[src/rtl/mem_arbiter.sv]
// Two-way arbiter sharing one memory port between fetch (imem) and data (dmem) requesters.
// Fixed dmem priority by default; define MEM_ARBITER_RR_EN for round-robin on simultaneous requests.
module mem_arbiter #(
  parameter int XLEN = 32,
  parameter int STRB = XLEN / 8
) (
  input  logic            clk,
  input  logic            rst,
  input  logic            imem_valid,
  input  logic            imem_instr,
  input  logic [XLEN-1:0] imem_addr,
  input  logic [XLEN-1:0] imem_wdata,
  input  logic [STRB-1:0] imem_wstrb,
  output logic [XLEN-1:0] imem_rdata,
  output logic            imem_ready,
  input  logic            dmem_valid,
  input  logic            dmem_instr,
  input  logic [XLEN-1:0] dmem_addr,
  input  logic [XLEN-1:0] dmem_wdata,
  input  logic [STRB-1:0] dmem_wstrb,
  output logic [XLEN-1:0] dmem_rdata,
  output logic            dmem_ready,
  output logic            mem_valid,
  output logic            mem_instr,
  output logic [XLEN-1:0] mem_addr,
  output logic [XLEN-1:0] mem_wdata,
  output logic [STRB-1:0] mem_wstrb,
  input  logic [XLEN-1:0] mem_rdata,
  input  logic            mem_ready,
  output logic [1:0]      gnt
);

  typedef enum logic [1:0] {IDLE, GNT_I, GNT_D} state_t;

  state_t state;
  logic   last_d;
  logic   both_pick_d;

`ifdef MEM_ARBITER_RR_EN
  localparam bit RR_EN = 1'b1;
`else
  localparam bit RR_EN = 1'b0;
`endif

  // On a tie, round-robin favours the side that was not served last.
  assign both_pick_d = RR_EN ? ~last_d : 1'b1;

  always_ff @(posedge clk) begin
    if (rst) begin
      state  <= IDLE;
      last_d <= 1'b0;
    end else begin
      case (state)
        IDLE: begin
          if (dmem_valid && (!imem_valid || both_pick_d))
            state <= GNT_D;
          else if (imem_valid)
            state <= GNT_I;
        end
        GNT_I: begin
          if (mem_ready) begin
            state  <= IDLE;
            last_d <= 1'b0;
          end else if (!imem_valid) begin
            state <= IDLE;
          end
        end
        GNT_D: begin
          if (mem_ready) begin
            state  <= IDLE;
            last_d <= 1'b1;
          end else if (!dmem_valid) begin
            state <= IDLE;
          end
        end
        default: state <= IDLE;
      endcase
    end
  end

  always_comb begin
    mem_valid  = 1'b0;
    mem_instr  = 1'b0;
    mem_addr   = '0;
    mem_wdata  = '0;
    mem_wstrb  = '0;
    imem_ready = 1'b0;
    dmem_ready = 1'b0;
    case (state)
      GNT_I: begin
        mem_valid  = imem_valid;
        mem_instr  = imem_instr;
        mem_addr   = imem_addr;
        mem_wdata  = imem_wdata;
        mem_wstrb  = imem_wstrb;
        imem_ready = mem_ready;
      end
      GNT_D: begin
        mem_valid  = dmem_valid;
        mem_instr  = dmem_instr;
        mem_addr   = dmem_addr;
        mem_wdata  = dmem_wdata;
        mem_wstrb  = dmem_wstrb;
        dmem_ready = mem_ready;
      end
      default: ;
    endcase
  end

  assign imem_rdata = mem_rdata;
  assign dmem_rdata = mem_rdata;
  assign gnt        = {state == GNT_D, state == GNT_I};

endmodule

[config.mk]
export PLATFORM = sky130hd
export DESIGN_NAME = mem_arbiter
export DESIGN_NICKNAME = d
export VERILOG_FILES = /design/src/rtl/mem_arbiter.sv
export SDC_FILE = /design/constraint.sdc
export NUM_CORES = 1
export LEC_CHECK = 0
export ABC_AREA = 1
export BUFFER_PORTS_ARGS = -buffer_cell sky130_fd_sc_hd__buf_2
export CORE_AREA = 3 3 121 123
export CTS_CLUSTER_DIAMETER = 80
export DETAILED_ROUTE_END_ITERATION = 12
export DIE_AREA = 0 0 124 126
export PLACE_DENSITY_LB_ADDON = 0.25
export SLEW_MARGIN = 15
export SYNTH_ARGS = -nofsm -noshare
export SYNTH_HDL_FRONTEND = slang
export SYNTH_SLANG_ARGS = --single-unit
[constraint.sdc]
create_clock -name clk -period 1.08 [get_ports clk]
set_input_delay 0.054 -clock clk [delete_from_list [all_inputs] [get_ports clk]]
set_output_delay 0.054 -clock clk [all_outputs]
set_load 0.03 [all_outputs]
==> summary.md <==
| Metric | Value |
|---|---|
| Placeable Area | `13800 µm²` |
| Top FF cell, synth | `dfxtp_1` |
| Period minus WS final | `1570 ps` |
| Clock skew | `3.62 ps` |
| Yosys top cell by area | `buf_4` |
| Dpl cells | `651` |
| Global-route wire length before repair | `14000 µm` |
| Htree depth | `1` |
| Post-synth top cells | `nand2_1, buf_4, a21oi_1` |
| CP cell instances | `inv_4, ha_4, inv_8, buf_8, buf_16, a21oi_4, buf_6` |
| Synth Net Count | `507` |
| Synth-to-Final Area Change | `146%` |
| WP data arrival | `1520 ps` |
| Static Leak | `1.74 nW` |
| CP startpoint kind | `flip-flop` |
| Fin Hold WS | `5.65 ps` |
| Final Hold Fails | `0` |
| Post-synth top area share | `29.0%` |
| Critical Path Start | `state[1]` |
| Setup WS pre-CTS | `-345 ps` |
| CP max stage delay | `340 ps` |
| Critical R2R Launch | `state[1]` |
| Final worst slack | `-492 ps` |
| Pwr per Cell Area | `788 nW/µm²` |
| Share of cells above drive strength 1 | `79.8%` |
| Post-route clock period utilization | `146%` |
| R2R Path End | `state[1]` |
| DRC | `0` |
| Total wire length | `9500 µm` |
| GRT overflow | `0` |
| F_max | `636 MHz` |
| Buf/Inv on CP | `5` |
| Vias in the first global route | `2800` |
| Number of flip-flops in the largest register | `2` |
| WHS Path Cells | `2` |
| Hold Crit Endpoint | `state[1]` |
| Post-layout util | `32.8%` |
| Clock buffer depth | `2` |
| Distinct cells, synth | `15` |
| FF+latch count, synth | `2` |
| Critical Path End Type | `output port` |
| Largest net degree at the start of global routing | `28` |
| CTS tree | `built` |
| # IOs | `313` |
| Wire length per cell | `14.2 µm` |
| Worst skew pair latency | `220 ps` |
| DRT Pass-1 Iters | `4` |
| Clk slew on worst S/H paths | `30 ps` |
| Max Cap Violations | `0` |
| Register area share after synthesis | `2.18%` |
| Largest regs | `state: 2 flops` |
| Initial Utilization | `13.3%` |
| Post-route cell area | `4520 µm²` |
| Setup_tns | `-32900 ps` |
| CP top delay family | `buffers and inverters` |
| Slew of the pin with the lowest slew margin | `210 ps` |
| Relative slew slack | `86.0%` |
| Reg2Reg Depth | `9` |
| Via/cell ratio | `3.93` |
| Die X-Extent | `124 µm` |
| FF-to-FF setup slack | `-160 ps` |
| Synth async-reset ratio | `0%` |
| Most common cell in the netlist | `nand2_1` |
| Nets@finish | `673` |
| Warnings, synthesis | `0` |
| CTS buffer count | `3` |
| Post-route ant nets | `0` |
| Final setup fails | `76` |
| Clock Sinks | `2` |
| Hold/Removal Path Class | `input port to flip-flop` |
| CP Data Required Time | `1030 ps` |
| Die Y | `126 µm` |
| Syn_area_per_cell | `5.62 µm²` |
| Status | `finished, violations left` |
| Initial antenna violation count | `0` |
| Min-delay src | `rst` |
| Vias post-DR | `2637` |
| PortBufs | `216` |
| Ant. Diodes | `0` |
| Root cell of the clock tree | `clkbuf_16` |
| Worst VDD drop | `549 µV` |
| Routability congestion estimate | `0.712` |
| Post-DP HPWL | `6910 µm` |
| Hold_buf cts | `0` |
| Synthesized cell area | `1840 µm²` |
| Row count | `43` |
| Top fanout value on the critical path | `7` |
| Post-Synthesis Cells | `327` |
| Drt initial violations | `40` |
| CP max stage cell | `dfxtp_2` |
| Number of synthesized flops with an enable pin | `0` |
| Setup CP Type | `flip-flop to output port` |
| Largest Register | `state` |
| RSZ-0062 raised after global routing | `yes` |
| DIE AREA | `15600 µm²` |
| Final std cells w/o fill | `671` |
| Slew Limit Fails | `0` |
| Dpl cell area | `3470 µm²` |
| Failing checks | `setup timing` |
| Total Power | `3.56 mW` |
| Gr usage total | `11.1%` |
| Most area-consuming cells after synthesis | `buf_4, nand2_1, a21oi_1, a21oi_2, nand2_2` |
## worst max path at each step
| stage | endpoint | cells after the start |
|---|---|---|
| 6_report | mem_wdata[21] | 7 |
| 5_1_grt | mem_wdata[21] | 7 |
| 4_1_cts | mem_wdata[21] | 7 |
| 3_5_place_dp | mem_wdata[21] | 6 |
| 3_3_place_gp | mem_wdata[21] | 6 |
| 2_1_floorplan | mem_addr[0] | 7 |
## cells by family (layout without fill, tap and decap cells)
group                      after synthesis  count (layout)  synth area share, %
DFF                                      2               2                 2.18
adders and majority gates                5               5                 3.41
AOI/OAI and AO/OA                       72              72                 23.7
buffers and inverters                   95             259                 36.6
and+or+nand+nor                        153             153                 34.1
## power by group
group	switching, mW	total [mW]	internal, mW
sequential	0.00871	0.0920	0.0833
combinational	1.61	2.92	1.31
clock	0.0807	0.551	0.471
## cell type report
| type | count | area (µm²) |
|---|---|---|
| Clock buffer | 3 | 75.1 |
| Fill cell | 1443 | 9250 |
| Inverter | 8 | 42.5 |
| Multi-Input combinational cell | 230 | 2020 |
| Sequential cell | 2 | 45.0 |
| Tap cell | 180 | 225 |
| Timing Repair Buffer | 248 | 2120 |
## what timing repair did
action / 4_1_cts / 5_1_grt
endpoints found under the hold margin: 0 / 0
endpoints found under the setup margin: 76 / 76
cloned: 8 / 1
setup buffers: 9 / 2
gates resized for setup: 195 / 26
pin swaps: 5 / 3
## routing by layer
metal	vias to the layer above	GRT usage [%]	wire [µm]
li1	1299	-	-
met1	1179	11.7	3350
met2	135	21.8	5130
met3	24	2.60	865
met4	0	2.51	153
met5	-	0	0
## cell usage in the layout (no fill, tap or decap), types with 2 or more instances in the layout
cell type / instances
buf_12: 9
inv_4: 2
buf_2: 142
buf_6: 78
ha_4: 4
buf_16: 9
a21oi_4: 70
inv_1: 4
clkbuf_16: 4
nand2_1: 92
a21oi_2: 2
nand2_2: 54
nand2_4: 5
buf_4: 8
Note: power is estimated with default switching activity, not from simulation.
